### src/rtl/thread_scheduler.sv
// -----------------------------------------------------------------------------
// thread_scheduler
//
// Round-robin issue scheduler for a pool of sha512 cores, four threads per core.
// Each thread has a ready bit (work pending) and a busy bit (in flight in the
// engine). A pointer walks the thread space in an interleaved order and, when
// it lands on a ready and not-busy thread, offers that thread to the engine
// with a valid/ack handshake.
//
// Thread number layout: {core_num, ctx_num, seq_num}. seq_num is bit 0,
// ctx_num is bit 1 and core_num is the remaining upper bits.
//
// Ports
//   CLK           clock, all state updates on the rising edge
//   reset_n       synchronous active-low reset
//   en            scan enable; low holds the pointer and blocks new offers
//   ready_set_en  strobe: mark thread ready_set_num as ready
//   ready_set_num thread to mark ready (out-of-range numbers are ignored)
//   done_en       strobe: engine finished thread done_num, clear its busy bit
//   done_num      finished thread (out-of-range numbers are ignored)
//   issue_valid   registered; a thread is offered to the engine
//   issue_num     registered; number of the offered thread
//   issue_ack     engine accepts the offer (transfer when valid and ack)
//   idle          registered; no ready bits, no busy bits, no offer pending
// -----------------------------------------------------------------------------
module thread_scheduler #(
    parameter  int N_CORES   = 2,
    parameter  int N_THREADS = 4 * N_CORES,
    localparam int W         = $clog2(N_THREADS)
) (
    input  logic         CLK,
    input  logic         reset_n,
    input  logic         en,
    input  logic         ready_set_en,
    input  logic [W-1:0] ready_set_num,
    input  logic         done_en,
    input  logic [W-1:0] done_num,
    output logic         issue_valid,
    output logic [W-1:0] issue_num,
    input  logic         issue_ack,
    output logic         idle
);

    typedef enum logic {
        SCAN  = 1'b0,
        OFFER = 1'b1
    } state_t;

    state_t               state, state_next;
    logic [W-1:0]         ptr, ptr_next, ptr_succ;
    logic [W-1:0]         core_cur, core_succ;
    logic                 ctx_succ, seq_succ;
    logic [N_THREADS-1:0] ready, ready_next;
    logic [N_THREADS-1:0] busy, busy_next;
    logic                 issue_valid_next;
    logic [W-1:0]         issue_num_next;
    logic                 idle_next;
    logic                 eligible;
    logic                 transfer;
    logic                 set_ok;
    logic                 done_ok;

    // Successor of ptr: the core number moves fastest so consecutive issues
    // land on different cores; ctx and then seq advance on each core wrap.
    always_comb begin
        core_cur  = ptr >> 2;
        core_succ = core_cur + W'(1);
        ctx_succ  = ptr[1];
        seq_succ  = ptr[0];
        if (core_cur == W'(N_CORES - 1)) begin
            core_succ = '0;
            ctx_succ  = ~ptr[1];
            if (ptr[1]) begin
                seq_succ = ~ptr[0];
            end
        end
        ptr_succ = (core_succ << 2) | W'({ctx_succ, seq_succ});
    end

    // Eligibility uses the registered bits only, so strobes arriving in the
    // same cycle are seen from the following cycle.
    assign eligible = ready[ptr] & ~busy[ptr];
    assign transfer = (state == OFFER) && issue_ack;
    assign set_ok   = ready_set_en && (int'(ready_set_num) < N_THREADS);
    assign done_ok  = done_en && (int'(done_num) < N_THREADS);

    // NOTE: every signal driven here gets its default first, so no path can
    // leave one unassigned and infer a latch.
    always_comb begin
        state_next       = state;
        ptr_next         = ptr;
        issue_valid_next = issue_valid;
        issue_num_next   = issue_num;
        ready_next       = ready;
        busy_next        = busy;

        case (state)
            SCAN: begin
                if (en) begin
                    ptr_next = ptr_succ;
                    if (eligible) begin
                        issue_valid_next = 1'b1;
                        issue_num_next   = ptr;
                        state_next       = OFFER;
                    end
                end
            end
            OFFER: begin
                // The offer stays up regardless of en until it is accepted.
                if (issue_ack) begin
                    issue_valid_next = 1'b0;
                    state_next       = SCAN;
                end
            end
            default: state_next = SCAN;
        endcase

        if (transfer) begin
            ready_next[issue_num] = 1'b0;
            busy_next[issue_num]  = 1'b1;
        end
        // The transferred thread was not busy, so a done on it is a no-op and
        // cannot undo the busy set above.
        if (done_ok && busy[done_num]) begin
            busy_next[done_num] = 1'b0;
        end
        // Applied last: a ready set wins over the clear from a transfer.
        if (set_ok) begin
            ready_next[ready_set_num] = 1'b1;
        end

        idle_next = ~(|ready) && ~(|busy) && !issue_valid;
    end

    // NOTE: reset is sampled on the clock edge (synchronous), and all state
    // updates use non-blocking assignments so every register sees the
    // pre-edge values of the others.
    always_ff @(posedge CLK) begin
        if (!reset_n) begin
            state       <= SCAN;
            ptr         <= '0;
            ready       <= '0;
            busy        <= '0;
            issue_valid <= 1'b0;
            issue_num   <= '0;
            idle        <= 1'b1;
        end else begin
            state       <= state_next;
            ptr         <= ptr_next;
            ready       <= ready_next;
            busy        <= busy_next;
            issue_valid <= issue_valid_next;
            issue_num   <= issue_num_next;
            idle        <= idle_next;
        end
    end

endmodule

### config.mk
export PLATFORM = sky130hd
export DESIGN_NAME = thread_scheduler
export DESIGN_NICKNAME = d
export VERILOG_FILES = /design/src/rtl/thread_scheduler.sv
export SDC_FILE = /design/constraint.sdc
export NUM_CORES = 1
export LEC_CHECK = 0
export ABC_AREA = 1
export CORE_UTILIZATION = 55
export CTS_CLUSTER_SIZE = 30
export DETAILED_ROUTE_END_ITERATION = 8
export PLACE_DENSITY = 0.85
export SYNTH_ARGS = -nofsm -noshare
export SYNTH_HDL_FRONTEND = slang
export SYNTH_SLANG_ARGS = --single-unit
### constraint.sdc
create_clock -name CLK -period 1.8 [get_ports CLK]
set_input_delay 0.45 -clock CLK [delete_from_list [all_inputs] [get_ports CLK]]
set_output_delay 0.45 -clock CLK [all_outputs]
set_load 0.1 [all_outputs]
==> run_results.csv, run 1 <==
group,metric,value,unit
sta,rsz0062_at_grt,"false",
sta,tightest_slew,385,ps
synth,synthXorXnorAreaFrac,0,%
finish,diodes,0,
global_route,antenna_found_initial,0,
finish,drive_gt1_share,10.9,%
global_route,grt-ovfl-total,0,
finish,utilization,71.5,%
detailed_routing,viasPerCell,5.43,
clock_tree,clk_pin_slew_worst_paths,140,ps
synth,syn-cell-area,0.00138,mm²
finish,layout_common_cells,"50 x nand2_1, 31 x inv_1, 25 x dfxtp_1",
power_and_ir_drop,ir_worst_vdd,0.549,mV
critical_path,required,1350,ps
critical_path,cpPeakStageDelay,510,ps
floorplanning,die_height,52.1,µm
synth,syn_area_per_cell,6.52,µm²
synth,yosysTopAreaCell,"dfxtp_1",
sta,slew_headroom,74.1,%
finish,area_growth,18.7,%
floorplanning,rows,17,
detailed_routing,firstDrtPassIters,4,
clock_tree,post_cts_buffers,0,
critical_path,path_cells,"buf_12",
floorplanning,fp.dieW,52.1,µm
clock_tree,htreeDepth,1,
synth,yosys_warnings,0,
synth,syn_inst,212,
global_route,grt_max_degree,18,
sta,period_needed,1510,ps
synth,synthAdderAreaFrac,0,%
finish,instances_no_fill,258,
detailed_routing,wirelength,3.16,mm
global_route,track_usage,26.7,%
floorplanning,initial_core_util,60.2,%
sta,finalHoldViolCount,0,
critical_path,worstSetupStartpointType,"flop",
power_and_ir_drop,powerDensity,654,mW/mm²
sta,fin_skew,13.4,ps
worst_hold_path,min_to,"ready[2]$_SDFF_PN0_",
detailed_routing,dr_total_vias,1402,
global_route,grt_pass1_vias,1256,
clock_tree,post_cts_resized,0,
synth,ys_ff_latch,25,
sta,finalSetupViolations,0,
synth,synth_fp_nets,224,
floorplanning,io_pins,17,
critical_path,crit_buf_inv,1,
detailed_routing,drt-wirelength-per-cell,12.2,µm
flow_run,cap_viol_max_count,0,
synth,synthSimpleGateAreaFrac,41.7,%
clock_tree,cts_tree,"done",
placed_design,portBuffers,16,
critical_path,cp_max_fo,7,
critical_path,path_delay_family,"flip-flops",
synth,synthTopCellsByArea,"dfxtp_1 36%, nand2_1 14%, inv_1 8.4%, nand3_1 7.6%, a21oi_1 6.9%",
synth,ys_seq_area_share,36.2,%
worst_hold_path,hold_depth,2,
synth,synth-compound-area-share,8.69,%
critical_path,setup.worst_path.end_class,"primary output",
clock_tree,cts_buffer_depth,2,
critical_path,cpMaxStageDelayCell,"dfxtp_1",
critical_path,regToRegSetupSlack,480,ps
floorplanning,die_area,0.00272,mm²
critical_path,r2r-end,"issue_num[1]$_SDFFE_PN0P_",
global_route,grt_pass1_wl,5.39,mm
clock_tree,cts_made_buffers,3,
finish,nets,243,
detailed_routing,dr.first_iter.drc_count,54,
worst_hold_path,worstHoldPathType,"reg -> reg",
synth,yosys.area.top_type_share,36.2,%
status,status,"complete, no violations",
clock_tree,cts_sinks,25,
sta,drv_slew,0,
synth,synth_top_family_by_area,"simple AND/OR/NAND/NOR gates",
worst_hold_path,min_from,"ready[2]$_SDFF_PN0_",
placed_design,post-dp-hpwl,2.48,mm
floorplanning,coreArea,0.00230,mm²
placed_design,place.gp.congestion,0.928,
critical_path,crit_type,"reg -> out",
synth,synthMuxAreaShare,0,%
clock_tree,clk_latency,330,ps
synth,yosysUniqueCellTypes,23,
finish,layout_commonest_cell,"nand2_1",
power_and_ir_drop,totalPowerFinal,1070,µW
sta,timing.final.crit_share,84.1,%
critical_path,reg2reg_depth,9,
sta,setup_tns,0,ps
detailed_routing,route.detailed.drc,0,
sta,timing.fmax,0.661,GHz
detailed_routing,ant_nets,0,
clock_tree,hold_buffers,0,
power_and_ir_drop,p_leak,0.000709,µW
clock_tree,cts_root_buffer,"clkbuf_4",
critical_path,arrival,1060,ps
placed_design,place_inst,254,
-- cells in the mapped netlist --
library cell and n:
nor2_1 19, dfxtp_1 25, clkinv_1 1, nand2_2 2
inv_8 1, buf_2 1, buf_1 1, nand2_1 50
nor4_1 2, inv_2 2, nand3_1 21, nand4_1 11
nor3_1 10, nor2_4 1, o21ai_0 5, nand3_2 4
clkbuf_4 1, inv_1 31, buf_4 1, a21oi_1 19
nand2_4 1, or2_2 1, buf_6 2
-- metrics by stage --
stage	setup slack [ps]	hold slack [ps]	area, µm²
CTS	273	488	1640
global route	155	508	1640
global placement	-6.27	471	1610
finish	286	490	1640
floorplan	96.5	452	1380
detailed placement	-56.1	473	1610
-- flip-flops by register name, indices dropped and copies added, names as in the netlist, named ones only --
name         flops
ptr              2
busy             8
ready            8
issue_num        3
idle             1
state            1
issue_valid      1
-- per-layer routing --
metal  GRT usage (%)  part of all wire, %  up-vias
met5               0                    0        -
met1            35.6                   46      635
li1                -                    -      720
met3            4.97                  4.6        4
met4            11.0                  1.2        0
met2            42.3                   48       43
-- report_power, final --
part / switching, µW / internal [µW] / total (µW)
logic: 135 / 85.6 / 220
clock network: 173 / 85.1 / 258
registers: 22.0 / 573 / 595
-- kinds of logic after synthesis --
| kind of cell | Yosys count |
|---|---|
| AND/OR/NAND/NOR | 122 |
| buffers and inverters | 41 |
| AO/OA/AOI/OAI | 24 |
| flip-flops | 25 |
-- worst max-delay path by stage --
stage / to / startpoint / slack, ps / cells past startpoint
finish: issue_num[2] / issue_num[2]$_SDFFE_PN0P_ / 290 / 1
global route: busy[7]$_SDFF_PN0_ / done_num[0] / 150 / 11
CTS: issue_num[2] / issue_num[2]$_SDFFE_PN0P_ / 270 / 1
detailed placement: busy[0]$_SDFF_PN0_ / done_num[0] / -60 / 11
global placement: busy[1]$_SDFF_PN0_ / done_num[0] / -6 / 11
floorplan: busy[5]$_SDFF_PN0_ / issue_num[0]$_SDFFE_PN0P_ / 100 / 6
-- area by class of cell --
class | instances | area (µm²)
Multi-Input combinational cell | 146 | 697
Inverter | 35 | 139
Fill cell | 197 | 656
Clock inverter | 1 | 7.51
Sequential cell | 25 | 500
Clock buffer | 3 | 22.5
Tap cell | 28 | 35.0
Timing Repair Buffer | 20 | 240
Power figures use the tool's default switching activity.
==> run 2, diff against run 1 <==
Settings changed: CORE_UTILIZATION 55 to 49, PLACE_DENSITY 0.85 to 0.8.
Clock period 1.8 ns to 1.2 ns, I/O delays scaled along.
==> run 2 against run 1 <==
Net effect: critical path depth unchanged; design area increased by 18%; critical endpoint is now issue_valid; largest power group unchanged; power increased by 57%; largest cell class unchanged; sequential share of layout area decreased by 2.7 points; core utilization increased by 3.8 points.
==> run_results.csv, run 2 (synthesis gave the netlist of run 1 again) <==
group,metric,value,unit
finish,reg.largest.list,"busy (8), ready (8), issue_num (3)",
clock_tree,cts_made_buffers,3,
clock_tree,cts_root_buffer,"clkbuf_4",
sta,hold_ws,454,ps
global_route,grt_pass1_vias,1219,
critical_path,r2r-end,"issue_num[0]$_SDFFE_PN0P_",
global_route,antenna_found_initial,0,
floorplanning,io_pins,17,
detailed_routing,viasPerCell,5.28,
sta,timing.final.crit_share,99.2,%
finish,fin_area,0.00193,mm²
clock_tree,hold_buffers,0,
finish,nets,259,
finish,register_area,537,µm²
sta,finalHoldViolCount,0,
placed_design,post-dp-hpwl,2.43,mm
critical_path,worstSetupStartpointType,"flop",
floorplanning,die_area,0.00304,mm²
placed_design,portBuffers,16,
detailed_routing,firstDrtPassIters,4,
clock_tree,cts_tree,"done",
worst_hold_path,min_from,"en",
finish,drive_gt1_share,35.4,%
finish,diodes,0,
critical_path,reg2reg_depth,8,
finish,area_growth,39.7,%
detailed_routing,ant_nets,0,
critical_path,crit_type,"reg -> out",
power_and_ir_drop,totalPowerFinal,1690,µW
global_route,grt-ovfl-total,0,
detailed_routing,dr_total_vias,1457,
sta,timing.fmax,0.840,GHz
critical_path,setup.worst_path.end_class,"primary output",
global_route,grt_max_degree,16,
power_and_ir_drop,ir_worst_vdd,1.01,mV
critical_path,path_delay_family,"flip-flops",
global_route,track_usage,24.2,%
critical_path,required,900,ps
floorplanning,die_height,55.1,µm
finish,layout_common_cells,"47 x nand2_1, 23 x inv_1, 17 x buf_4",
power_and_ir_drop,powerDensity,875,mW/mm²
clock_tree,clk_pin_slew_worst_paths,140,ps
detailed_routing,dr.first_iter.drc_count,32,
power_and_ir_drop,p_leak,0.000830,µW
sta,rsz0062_at_grt,"true",
clock_tree,cts_buffer_depth,2,
clock_tree,htreeDepth,1,
detailed_routing,wirelength,3.44,mm
finish,multi_input_area,811,µm²
critical_path,cp_max_fo,3,
critical_path,arrival,890,ps
sta,finalSetupViolations,0,
sta,drv_slew,0,
finish,layout_commonest_cell,"nand2_1",
worst_hold_path,min_to,"ptr[2]$_SDFFE_PN0P_",
sta,slew_headroom,80.5,%
worst_hold_path,worstHoldPathType,"in -> reg",
critical_path,path_cells,"buf_12",
sta,setup_tns,0,ps
worst_hold_path,hold_depth,3,
critical_path,cpMaxStageDelayCell,"dfxtp_4",
clock_tree,clk_latency,320,ps
sta,period_needed,1190,ps
critical_path,r2r_start,"state$_SDFF_PN0_",
finish,utilization,75.2,%
status,status,"complete, no violations",
clock_tree,cts_sinks,25,
global_route,grt_pass1_wl,5.27,mm
placed_design,place.gp.congestion,0.838,
critical_path,crit_buf_inv,1,
detailed_routing,route.detailed.drc,0,
sta,fin_skew,5.57,ps
critical_path,regToRegSetupSlack,40,ps
finish,fillCellCount,208,
floorplanning,coreArea,0.00257,mm²
placed_design,place_area,0.00172,mm²
sta,tightest_slew,291,ps
flow_run,cap_viol_max_count,0,
floorplanning,rows,18,
floorplanning,fp.dieW,55.1,µm
detailed_routing,drt-wirelength-per-cell,12.5,µm
critical_path,cpPeakStageDelay,400,ps
floorplanning,initial_core_util,53.8,%
==> run 2: cell types whose count changed in the layout (fill, tap and decap cells not counted), moves of 4 or more <==
| cell | before | now |
|---|---|---|
| buf_4 | 4 | 17 |
| clkdlybuf4s50_1 | 11 | 7 |
| dfxtp_1 | 25 | 10 |
| dfxtp_2 | 0 | 8 |
| dfxtp_4 | 0 | 7 |
| inv_1 | 31 | 23 |
| inv_2 | 2 | 7 |
| nand3_1 | 21 | 13 |
| nand3_2 | 4 | 10 |
| nor2_1 | 19 | 11 |
| nor2_2 | 0 | 5 |
==> run 2: layer usage <==
| metal | GRT usage, % | up-vias | wire length (µm) |
|---|---|---|---|
| li1 | - | 755 | - |
| met1 | 33.3 | 667 | 1680 |
| met2 | 39.8 | 31 | 1630 |
| met3 | 2.73 | 4 | 101 |
| met4 | 6.25 | 0 | 29 |
| met5 | 0 | - | 0 |
==> run 2: layout make-up <==
type	instances	share of cell area, %
clock buffers	3	1.17
clock inverters	1	0.389
inverters	35	7.58
multi-input cells	146	42.0
flip-flops and latches	25	27.8
well taps	30	1.94
repair buffers	36	19.2
==> run 2: how the worst max path moves through the flow <==
stage | depth (start not counted) | start | slack [ps] | endpoint
floorplan | 8 | issue_num[1]$_SDFFE_PN0P_ | 70 | busy[3]$_SDFF_PN0_
global placement | 11 | done_num[0] | -410 | busy[5]$_SDFF_PN0_
detailed placement | 11 | done_num[0] | -440 | busy[5]$_SDFF_PN0_
CTS | 1 | issue_valid$_SDFFE_PN0P_ | 2 | issue_valid
global route | 1 | issue_valid$_SDFFE_PN0P_ | -30 | issue_valid
finish | 1 | issue_valid$_SDFFE_PN0P_ | 10 | issue_valid
==> run 2: timing repair <==
item / CTS / global route
pin swaps: 4 / 15
hold endpoints to repair: 0 / 0
setup buffers: 3 / 1
resized for setup: 14 / 47
setup endpoints to repair: 16 / 19
==> run 2: where the power goes <==
| part | leakage, µW | switching, µW | total (µW) | internal, µW |
|---|---|---|---|---|
| logic | 0.000604 | 238 | 405 | 167 |
| clock network | 0.0000139 | 271 | 398 | 127 |
| registers | 0.000211 | 32.5 | 886 | 854 |
==> run 2: through the flow <==
step	cells	worst slack [ps]
finish	276	9.69
global route	276	-32.7
floorplan	212	73.5
detailed placement	268	-443
CTS	275	2.09
global placement	268	-413
==> variant 1: new RTL, settings of run 2 <==
Set the parameter `N_CORES` to 1 (it was 2).
--- a/src/rtl/thread_scheduler.sv
+++ b/src/rtl/thread_scheduler.sv
@@ -26,3 +26,3 @@
 module thread_scheduler #(
-    parameter  int N_CORES   = 2,
+    parameter  int N_CORES   = 1,
     parameter  int N_THREADS = 4 * N_CORES,
Interface: changed (resized done_num, issue_num and ready_set_num); port bits go from 17 to 14. The function was not compared with the original's and may differ.
==> variant 1 against run 2 <==
Routed wire length down 55%; sequential share of layout area up 4.2 points; cell area down 51%; maximum frequency up 2.4%; setup slack better by 0.028 ns; power down 38%; sequential cell count down 10; area after synthesis down 48%; via count down 47%; critical endpoint is now issue_num[1].
==> variant 1: results (changes against run 2) <==
- Proportion of synthesized chip area in sequential cells: 42.03% (+5.8 points)
- The number of port buffers was 13 (-3).
* Worst hold path class: flip-flop to flip-flop
- Register-to-Register Path Depth: 7 (-1)
* Outcome: finished, final reports clean
* Detailed-router iteration count before antenna repair: 6 (+2)
* Met2 Wirelength: 735 µm (-55%)
* GRT Overall Usage: 21.66% (-2.5 points)
* Leakage Power: 0.4399 nW (-47%)
- The maximum clock skew at final layout was 0.002580 ns (-0.002994 ns).
- The layout cell share with drive strength beyond 1 was 15.75% (-20 points).
* Worst-Skew Late Latency: 0.28 ns (-0.04 ns)
- Among all stages on the critical path, the largest delay is contributed by dfxtp_2.
- The weighted congestion at the end of routability-driven global placement came to 0.9028 (+7.7%).
* Most used standard cells in the synthesized netlist: nand2_1, inv_1, dfxtp_1
- Count of routing violations after the opening detailed-route iteration: 17 (-47%)
- The clock-pin slew reported for the worst setup and hold paths after clock tree synthesis was 0.09 ns (-0.05 ns).
- Number of vias per cell: 5.415 (+2.6%)
- The headroom to the max-slew limit came to 78.39% (-2.1 points).
- Library cells used by synthesis: 16 (-30%)
- By area the synthesized netlist is led by dfxtp_1, nand2_1, inv_1.
- The half-perimeter wire length of the detailed placement result was 1229 µm (-49%).
- The maximum number of pins on one net before global-route repair was 9 (-7).
- Post-Place Setup Slack: -0.3460 ns (+0.09664 ns)
- Number of cells on the worst hold path: 2 (-1)
- Overall routed net length: 1552 µm (-55%)
-- variant 1: cell types whose count changed in the layout (fill, tap and decap cells not counted), sizes merged, moves of 9 or more --
cell,before,now
inv,34,21
nand4,11,2
dfxtp,25,15
nand3,25,14
buf,25,7
nor2,20,7
a21oi,19,10
nand2,53,26
nor3,10,1
-- variant 1: layout make-up --
type	count	area (µm²)	area share, %
multi-input combinational	71	332.8	34.91
sequential	15	305.3	32.02
timing repair buffer	16	191.4	20.08
inverter	21	78.83	8.268
clock buffer	4	26.28	2.756
tap	15	18.77	1.969
-- variant 1: kinds of logic (layout without fill, tap and decap cells) --
group                  after synthesis  in the layout
and+or+nand+nor                     53             53
buffers and inverters               22             41
AOI/OAI and AO/OA                   18             18
DFF                                 15             15
-- variant 1: where the power goes --
group          internal, mW  switching (mW)
sequential            0.522          0.0220
clock                 0.129           0.158
combinational        0.0887           0.123
-- variant 1: through the flow --
step / util [%] / hold slack, ns / std cells / area (µm²)
5_1_grt: 71.48 / 0.5113 / 142 / 953.4
4_1_cts: 71.29 / 0.4892 / 142 / 950.9
3_3_place_gp: 69.42 / 0.4729 / 138 / 925.9
6_report: 71.48 / 0.4910 / 142 / 953.4
2_1_floorplan: - / 0.4519 / 108 / 719.4
3_5_place_dp: 69.42 / 0.4758 / 138 / 925.9
-- variant 1: path summary, 6_finish.rpt --
check,start,slack [ns],endpoint
hold / removal,ready[1],0.49,ready[1]
setup reg to reg,ptr[0],0.11,issue_valid
setup / recovery,issue_num[1],0.04,issue_num[1]
hold reg to reg,ready[1],0.49,ready[1]
-- variant 1: tightest hold or removal path, cell delays in order (launching register included) --
cell     delay [ns]
dfxtp_1        0.33
nand2_1        0.07
a21oi_1        0.05
-- variant 1: repair_timing --
item	CTS	global route
resized for setup	1	1
buffers inserted	0	0
setup endpoints to repair	2	4
-- variant 1: routing by layer --
layer	vias to the layer above	global-route usage, %
met2	26	35.08
met5	-	0
li1	390	-
met3	4	4.444
met4	0	8.333
met1	349	28.04
==> variant 2: new RTL, config.mk and constraints of run 2 <==
Made on the original files. Reset style: asynchronous (`reset_n`), changed in one clocked block. Comments in the files are not updated.
--- a/src/rtl/thread_scheduler.sv
+++ b/src/rtl/thread_scheduler.sv
@@ -137,3 +137,3 @@
     // pre-edge values of the others.
-    always_ff @(posedge CLK) begin
+    always_ff @(posedge CLK or negedge reset_n) begin
         if (!reset_n) begin
Behaviour: differs if reset_n is asserted again (counterexample within 4 cycles, from zero or initial values and one cycle with reset_n low); with reset_n held inactive, the same outputs for 10 cycles.
==> variant 2 against run 2 <==
The run now ends with setup timing left; routed wire length is 48% higher; maximum frequency is 16% lower; cell area is 17% higher; area after synthesis is 5.2% higher; setup slack worse by 0.23 ns; clock skew is 0.0018 ns higher; core utilization is 5.7 points higher; final cell count is 5.4% higher; sequential cell count stayed put; largest cell class unchanged; highest routed layer unchanged.
Power is not compared: it rests on default switching activity, and its combinational part moved more than twofold at a synthesized area within 25%.
==> variant 2: results (changes against run 2) <==
* Count of final setup violators: 23 (+23)
* Metal-1 WL: 1956 µm (+16%)
- The aggregate global-route resource usage came to 27.94% (+3.8 points).
- The layout cell share with drive strength beyond 1 is 41.54% (+6.2 points).
* Count of cells resized by post-cts repair: 34 (+20)
- The highest cell delay on the worst timing path is 0.50 ns (+0.10 ns).
* Post-CTS setup repair buffer count: 7 (+4)
* Detailed-placement wirelength estimate: 2795 µm (+15%)
- Number of global-route vias before repair: 1505 (+23%)
- The worst slack at placement came to -0.4927 ns (-0.05005 ns).
- Violations in the final reports: setup timing
- The first-pass GRT wire length is 6748 µm (+28%).
- Crit Path Max Fanout: 2 (-1)
- Summed negative setup slack over all endpoints: -2.865 ns (-2.865 ns)
- The via count is 1768 (+21%).
- The min-delay analysis places its worst path in the category input port to asynchronous set/reset pin.
- In this run the critical register-to-register path is captured at busy[0].
- Filler Cells Inserted: 165 (-21%)
* Fraction of the mapped netlist area in compound gates: 6.879% (-1.8 points)
* Slack of the critical path: -0.2180 ns (-0.2277 ns)
- The worst-case reg-to-reg path depth was 6 (-2).
- The amount of wire on met2 after detailed routing is 2266 µm (+39%).
- Outcome: complete, but fails checks
* Synth area leaders: dfrtp_1, nand2_1, nand3_1
- Top flip-flop cell by instance count after synthesis: dfrtp_1
- Minimum hold slack: 0.2904 ns (-0.1633 ns)
* Reg-to-reg slack, setup: -0.22 ns (-0.26 ns)
* Final non-filler cell total: 291 (+5.4%)
* Met3 Usage GRT: 5.300% (+2.6 points)
- Max transition margin: 80.09% (-0.36 points)
- Grt met1 use: 37.13% (+3.8 points)
- The post-detailed-placement cell area was 0.001873 mm² (+9.0%).
- Overall routed net length: 5111 µm (+48%)
- On the critical path, the stage with the largest delay is an instance of dfrtp_4.
* Average footprint of a synthesized cell: 7.064 µm² (+8.3%)
- Library cells used by synthesis: 25 (+8.7%)
- The area occupied by registers was 643.1 µm² (+20%).
- Following the worst setup path forward leads to its endpoint at issue_num[1].
- The xor and xnor fraction of the mapped netlist area was 1.806% (+1.8 points).
* Clock Skews: 0.007381 ns (+0.001806 ns)
* Detailed-router iteration count before antenna repair: 5 (+1)
==> variant 2: cell count changes after synthesis, moves of 3 or more <==
| cell | run 2 | this run |
|---|---|---|
| dfrtp_1 | 0 | 24 |
| nand2_1 | 50 | 58 |
| nand3_1 | 21 | 30 |
| inv_1 | 31 | 25 |
| nand4_1 | 11 | 1 |
| a21oi_1 | 19 | 7 |
| inv_2 | 2 | 5 |
| dfxtp_1 | 25 | 0 |
| nand3_2 | 4 | 0 |
==> variant 2: final cells by class <==
class	instances	area share, %
clock inverter	1	0.3333
multi-input combinational	147	39.50
inverter	32	5.889
timing repair buffer	52	23.00
sequential	25	28.56
tap	31	1.722
clock buffer	3	1.000
==> variant 2: cells by family after synthesis <==
group,Yosys count
flip-flops,25
buffers and inverters,35
AND/OR/NAND/NOR,125
AO/OA/AOI/OAI,18
XOR/XNOR,3
